### src/rtl/result_pkg.sv
// rtl/result_pkg.sv - default sizing constants and count-width helper for result_collector
package result_pkg;

  localparam int DEF_WIDTH   = 16;
  localparam int DEF_LATENCY = 4;
  localparam int DEF_DEPTH   = 8;

  // Occupancy counter must represent 0..DEPTH inclusive.
  function automatic int count_width(input int depth);
    return $clog2(depth) + 1;
  endfunction

endpackage

### src/rtl/result_fifo.sv
// rtl/result_fifo.sv - synchronous FIFO with storage, wrapping pointers and count-based full/empty
module result_fifo
  import result_pkg::*;
#(
  parameter int WIDTH = DEF_WIDTH,
  parameter int DEPTH = DEF_DEPTH
) (
  input  logic                     clk,
  input  logic                     rst_n,
  input  logic                     wr_en,
  input  logic [WIDTH-1:0]         wr_data,
  input  logic                     rd_en,
  output logic [WIDTH-1:0]         rd_data,
  output logic [$clog2(DEPTH):0]   count,
  output logic                     full,
  output logic                     empty
);

  localparam int AW = $clog2(DEPTH);
  localparam int CW = count_width(DEPTH);

  logic [WIDTH-1:0] mem [DEPTH];
  logic [AW-1:0]    wr_ptr;
  logic [AW-1:0]    rd_ptr;

  // Storage is deliberately not reset; only the bookkeeping below is.
  always_ff @(posedge clk) begin
    if (wr_en) mem[wr_ptr] <= wr_data;
  end

  // Pointers wrap naturally because DEPTH is a power of two; count tracks net occupancy.
  always_ff @(posedge clk or negedge rst_n) begin
    if (!rst_n) begin
      wr_ptr <= '0;
      rd_ptr <= '0;
      count  <= '0;
    end else begin
      if (wr_en) wr_ptr <= wr_ptr + AW'(1);
      if (rd_en) rd_ptr <= rd_ptr + AW'(1);
      case ({wr_en, rd_en})
        2'b10:   count <= count + CW'(1);
        2'b01:   count <= count - CW'(1);
        default: count <= count;
      endcase
    end
  end

  assign rd_data = mem[rd_ptr];
  assign full    = (count == CW'(DEPTH));
  assign empty   = (count == '0);

endmodule

### src/rtl/result_collector.sv
// rtl/result_collector.sv - valid-tag delay line plus result FIFO behind the multiply-add pipeline; RESULT_DROP_COUNT_EN adds drop_count
module result_collector
  import result_pkg::*;
#(
  parameter int WIDTH   = DEF_WIDTH,
  parameter int LATENCY = DEF_LATENCY,
  parameter int DEPTH   = DEF_DEPTH
) (
  input  logic                   clk,
  input  logic                   rst_n,
  input  logic                   issue,
  input  logic [WIDTH-1:0]       result,
  output logic                   m_valid,
  input  logic                   m_ready,
  output logic [WIDTH-1:0]       m_data,
  output logic [$clog2(DEPTH):0] count,
  output logic                   overflow,
  input  logic                   clear
`ifdef RESULT_DROP_COUNT_EN
  ,
  output logic [7:0]             drop_count
`endif
);

  logic [LATENCY-1:0] tag;
  logic               wr_req;
  logic               rd;
  logic               wr_ok;
  logic               drop;
  logic               full;
  logic               empty;

  // Delay the issue marker so it lines up with the pipeline's output.
  always_ff @(posedge clk or negedge rst_n) begin
    if (!rst_n) begin
      tag <= '0;
    end else begin
      tag[0] <= issue;
      for (int i = 1; i < LATENCY; i++) tag[i] <= tag[i-1];
    end
  end

  assign wr_req  = tag[LATENCY-1];
  assign rd      = m_valid && m_ready;
  // A read on the same edge frees the slot the incoming write needs.
  assign wr_ok   = wr_req && (!full || rd);
  assign drop    = wr_req && full && !rd;
  assign m_valid = !empty;

  result_fifo #(
    .WIDTH (WIDTH),
    .DEPTH (DEPTH)
  ) u_fifo (
    .clk     (clk),
    .rst_n   (rst_n),
    .wr_en   (wr_ok),
    .wr_data (result),
    .rd_en   (rd),
    .rd_data (m_data),
    .count   (count),
    .full    (full),
    .empty   (empty)
  );

  // Sticky drop flag; a drop on the same edge as clear keeps it set.
  always_ff @(posedge clk or negedge rst_n) begin
    if (!rst_n)     overflow <= 1'b0;
    else if (drop)  overflow <= 1'b1;
    else if (clear) overflow <= 1'b0;
  end

`ifdef RESULT_DROP_COUNT_EN
  // Saturating drop tally; clear restarts it, counting a coincident drop as the first.
  always_ff @(posedge clk or negedge rst_n) begin
    if (!rst_n)                           drop_count <= 8'd0;
    else if (clear)                       drop_count <= drop ? 8'd1 : 8'd0;
    else if (drop && drop_count != 8'hFF) drop_count <= drop_count + 8'd1;
  end
`endif

endmodule
### config.mk
export PLATFORM = sky130hd
export DESIGN_NAME = result_collector
export DESIGN_NICKNAME = d
export VERILOG_FILES = /design/src/rtl/result_pkg.sv /design/src/rtl/result_fifo.sv /design/src/rtl/result_collector.sv
export SDC_FILE = /design/constraint.sdc
export NUM_CORES = 1
export LEC_CHECK = 0
export CAP_MARGIN = 20
export CORE_ASPECT_RATIO = 1.2
export CORE_UTILIZATION = 58
export CTS_BUF_LIST = sky130_fd_sc_hd__clkbuf_8 sky130_fd_sc_hd__clkbuf_16
export DETAILED_ROUTE_END_ITERATION = 8
export PLACE_DENSITY = 0.76
export SETUP_SLACK_MARGIN = 0.1
export SYNTH_ARGS = -nofsm -noshare
export SYNTH_HDL_FRONTEND = slang
export SYNTH_SLANG_ARGS = --single-unit
### constraint.sdc
create_clock -name clk -period 3.45 [get_ports clk]
set_clock_uncertainty 0.2 [all_clocks]
set_input_delay 0.8625 -clock clk [delete_from_list [all_inputs] [get_ports clk]]
set_output_delay 0.8625 -clock clk [all_outputs]
set_load 0.01 [all_outputs]
After elaboration in Yosys (flattened, before gate mapping)
Memory sizes are Yosys's and may differ from the RTL's.
Index checks and enable logic that the tools add are counted.
Storage, ports and cells
  bits in registers: 15
  memory bits (writable): 128
  input bits: 21
  output and inout port bits: 22
  word-level logic and storage cells: 29
  memories kept: 1
Operators by class
  add/sub/neg operators: 4
  equality and inequality tests: 3
  mux-type cells: 5
  reductions and logical operators: 11
Memory list
  u_fifo.mem: depth 8, width 16, rd ports 1, clocked after memory_dff 0, wr ports 1, RTL line result_fifo.sv:22  | logic [WIDTH-1:0] mem [DEPTH];
Operators by type and width (number)
  $pmux W4 S2: 1
  $add A3 B1 Y3 const B: 2
  $add A4 B1 Y4 const B: 1
  $eq A4 B4 Y1 const B: 1
  $logic_and A1 B1 Y1: 4
  $logic_not A4 Y1: 1
  $mux W1: 4
  $reduce_bool A2 Y1: 2
  $sub A4 B1 Y4 const B: 1
  $logic_not A1 Y1: 3
  $eq A2 B1 Y1 const B: 1
  $eq A2 B2 Y1 const B: 1
  $logic_or A1 B1 Y1: 1

Logic depth before layout (Yosys ltp)
  word-level depth: 7
  depth in mapped cells: 11
  depth with buffers taken out: 11

Cells and area by module
Synthesis repeated with hierarchy kept, for this count alone.
Unflattened totals
  cell total of the unflattened synthesis: 252
  area, all modules: 5642.9 um^2
By module, submodules not included
  result_fifo: instances 1, cells an instance 240, area each 5475.3 um^2, seq. area each 4093.9 um^2
  result_collector: instances 1, cells an instance 12, area each 167.7 um^2, seq. area each 125.1 um^2

Worst setup path before layout
Ideal clock, no wire load.
  path type: input-to-reg
  from: input port m_ready
  to: memory u_fifo.mem[1][0] in the netlist's numbering, enable pin
  setup time: 0.409 ns
  arrival: 2.527 ns
  data required time: 2.841 ns
  path slack: 0.313 ns
  stages: 4
  path buffers: 0
  cells stage by stage: nand2b_1 o21ai_2 or2_2 nor3_1
Between the ends
  cells in the longest elaborated chain, start to end: 5
Ends and longest elaborated chain
  start, declared: RTL line result_collector.sv:14  | input logic m_ready,
  $logic_and A1 B1 Y1: RTL line result_collector.sv:44  | assign rd = m_valid && m_ready;
  $logic_or A1 B1 Y1: RTL line result_collector.sv:46  | assign wr_ok = wr_req && (!full || rd);
  $logic_and A1 B1 Y1: RTL line result_collector.sv:46
  $mux W1: RTL line result_fifo.sv:28  | if (wr_en) mem[wr_ptr] <= wr_data;
  $mux W1 (not written as such): RTL line result_fifo.sv:28
  end, declared: RTL line result_fifo.sv:22
No other way between the ends.

Worst setup path after layout
  from: register u_fifo.rd_ptr[0]
  to: output port m_data[9]
Between the ends
  cells in the longest elaborated chain, start to end: 1
Ends and longest elaborated chain
  start, declared: RTL line result_fifo.sv:24  | logic [AW-1:0] rd_ptr;
  start signal, assigned: RTL line result_fifo.sv:39  | if (rd_en) rd_ptr <= rd_ptr + AW'(1);
  $mem_v2 Z8 W16
  end, declared: RTL line result_collector.sv:15  | output logic [WIDTH-1:0] m_data,
No other way between the ends.

==> results by group <==
Critical path
  – Critical Path RT: approximately 2.4 ns
  – CP startpoint: u_fifo.rd_ptr[0]
  – CP top delay family: multiplexers
  – CP peak stage delay: ~0.55 ns
  – Worst r2r path cells: 11
  – Crit start category: flop
  – CP max stage cell: mux4_1
  – Reg-to-Reg End: u_fifo.count[2]
  – Worst Path Class, Setup: flop to primary output
  – CP max FO: 9
  – Worst Path Arrival: between 2 and 2.5 ns
  – Reg2Reg Launch Point: u_fifo.count[2]
  – Worst-path cell chain: buf_12 > buf_4 > mux4_1 > mux2_2 > dlygate4sd2_1
  – Reg2Reg Setup Slack: roughly 0.66 ns
  – Critical Path End Type: primary output
  – Critical path buffers and inverters: 3

STA
  – Final TNS setup: 0 ns
  – RSZ-0062 raised after global routing: true
  – Final Hold Viols: 0
  – Min Hold Slack: roughly 0.15 ns
  – Worst Tran Pin Value: ~0.66 ns
  – Setup ws final: just over 0.09 ns
  – Fin. max-slew vios: 0
  – Max_slew headroom: 0.561
  – Setup violations, final: 0
  – Clock period minus worst slack: 3.36 ns
  – F_max: approximately 300 MHz
  – Fin crit share: 0.973

Clock tree
  – Clock sinks: roughly 140
  – CTS root buffer: clkbuf_16
  – CTS tree: done
  – Hold_buf cts: 0
  – Total CTS buffers: 17
  – H-tree Lvls: 4
  – CTS max path bufs: 2
  – CTS clk-pin slew, worst paths: around 0.06 ns
  – Clk Latency, worst-skew pair: 0.41 ns

Synthesis
  – Seq/Total Area, Yosys: 0.746
  – Async SR Flop Fraction: 0.105
  – Synthesized Nets: 280
  – Cell Area, Synth: 0.00565 mm^2
  – Synth Warn #: 0
  – Synth unique cells: 30
  – Register bit total from synthesis: ~140
  – Post-synth EDFFs: roughly 130
  – Cells after synthesis: ~250
  – Top FF cell, synth: edfxtp_1
  – Syn avg cell area: 22.3 um^2

Placed design
  – Dpl cell area: 0.00631 mm^2
  – Final GP Congestion: 0.708
  – I/O Buffers: 42
  – Cell count after placement: roughly 430
  – DP HPWL: between 5000 and 6000 um
  – Dpl ws: approximately 0.18 ns

Drt
  – Routed Antenna Nets: 0
  – Wirelength per Cell: about 23 um
  – Initial drt markers: around 210
  – Met2 WL: roughly 5700 um
  – Vias/cell: 5.88
  – Drt total wl: 10700 um
  – First-pass DRT Iterations: 4
  – Top layer in use: met4
  – Post-route DRC violation count: 0
  – Total length of routed met3 wires: between 600 and 700 um
  – WL met1: approximately 4300 um
  – Vias: roughly 2700

Floorplan
  – Die width: just over 90 um
  – Cell Rows: 39
  – Starting Density: 0.594
  – IO Count: between 40 and 50
  – DIE AREA: 0.0101 mm^2
  – Die height: 110 um
  – Core area: between 0.009 and 0.01 mm^2

Job
  – Max cap viols: 0

Global route
  – Initial antenna violation count: 0
  – Largest net degree at the start of global routing: 21
  – Grt ovf: 0
  – First-pass GRT wire length: between 15000 and 20000 um
  – Vias in the first global route: about 2800
  – GRT Total Usage: 0.230

Cells and area
  – Post-route cell area: 0.00711 mm^2
  – Most frequent cells in the layout: edfxtp_1 (128), clkdlybuf4s50_1 (26), mux4_1 (21), buf_4 (21), mux2_2 (19)
  – Non-filler cells in the finished layout: ~470
  – Area occupied by multi-input gates: approximately 0.0013 mm^2
  – FF/Latch Area: 0.00422 mm^2
  – Commonest non-fill, non-tap cell in the layout: edfxtp_1
  – Finished Core Util: 0.747
  – Layout net count: roughly 360
  – # diodes: 0
  – Layout filler cell count: 530
  – P&R area growth vs syn: 25.7%
  – Share of layout cells above drive strength 1: 0.279

Power and ir drop
  – Total power: about 6.3 mW
  – Pleak: between 2 and 3 nW
  – PwrDens: ~890 mW/mm^2
  – VDD IR-drop max: 0.523 mV

Min path
  – HP Start: tag[2]
  – Hold endpoint: tag[3]
  – Worst Hold Depth: 0
  – Worst Hold Class: flop to flop

Status
  – Status: finished, final reports clean
[where the power goes]
part	total [mW]	leakage [nW]	switching [mW]	internal, mW
logic	1.89	0.885	0.836	1.06
registers	2.30	1.34	0.138	2.16
clock network	2.11	0.333	0.684	1.43
[how the worst max path moves through the flow]
stage,slack (ns),to,cells past startpoint
floorplan,0.31,u_fifo.mem[1][0],4
global placement,0.29,u_fifo.count[2],10
detailed placement,0.18,u_fifo.count[2],10
CTS,0.0003,m_data[6],4
global route,0.02,m_data[9],5
finish,0.09,m_data[9],5
[metal layers]
metal,track usage,vias up
met5,0,-
met4,0.0781,0
met3,0.0686,13
met2,0.388,113
met1,0.287,1413
li1,-,1208
[registers in the layout, summed over array words and instances, names as in the netlist]
name	count
tag	4
overflow	1
u_fifo.wr_ptr	3
u_fifo.mem	128
u_fifo.count	4
u_fifo.rd_ptr	3
[what timing repair did]
item | 4_1_cts | 5_1_grt
endpoints found under the setup margin | 16 | 8
buffers inserted | 2 | 5
gates resized for setup | 19 | 6
hold endpoints to repair | 0 | 0
gates cloned | 1 | 1
[synth_stat cells, types with 2 or more instances]
| master | number | area (um^2) |
|---|---|---|
| nand2_1 | 3 | 11.3 |
| nand2b_1 | 5 | 31.3 |
| buf_2 | 2 | 10.0 |
| nor2_1 | 9 | 33.8 |
| a21oi_1 | 2 | 10.0 |
| nor3_1 | 2 | 10.0 |
| buf_6 | 4 | 45.0 |
| mux2_2 | 19 | 214 |
| xor2_1 | 5 | 43.8 |
| mux4_2 | 7 | 158 |
| ha_1 | 5 | 62.6 |
| edfxtp_1 | 128 | 3840 |
| inv_1 | 5 | 18.8 |
| mux4_1 | 25 | 657 |
| dfrtp_1 | 15 | 375 |
| xnor2_1 | 3 | 26.3 |
| clkbuf_1 | 2 | 7.51 |
[logic make-up after synthesis]
group	share of synthesized area
mux	0.182
buf+inv	0.0159
xor+xnor	0.0124
flops	0.746
compound gates	0.00797
fa+ha+maj	0.0111
simple gates	0.0246
[worst reg2reg max path, cell delays in order, from the launching register on]
cell and delay [ns]:
dfrtp_1 0.44, or3_4 0.43, or2_4 0.25, nand2_2 0.10, inv_1 0.08, ha_1 0.28
xor2_1 0.17, ha_1 0.18, a21oi_1 0.16, xor2_1 0.18, nor2_1 0.06, xor2_1 0.14
[cell type report]
class	count	area share
well taps	123	0.0217
clock buffers	17	0.0599
flip-flops and latches	143	0.594
repair buffers	68	0.0960
multi-input cells	96	0.189
inverters	5	0.00264
clock inverters	15	0.0375
No activity file was read; power rests on OpenSTA's default activity.
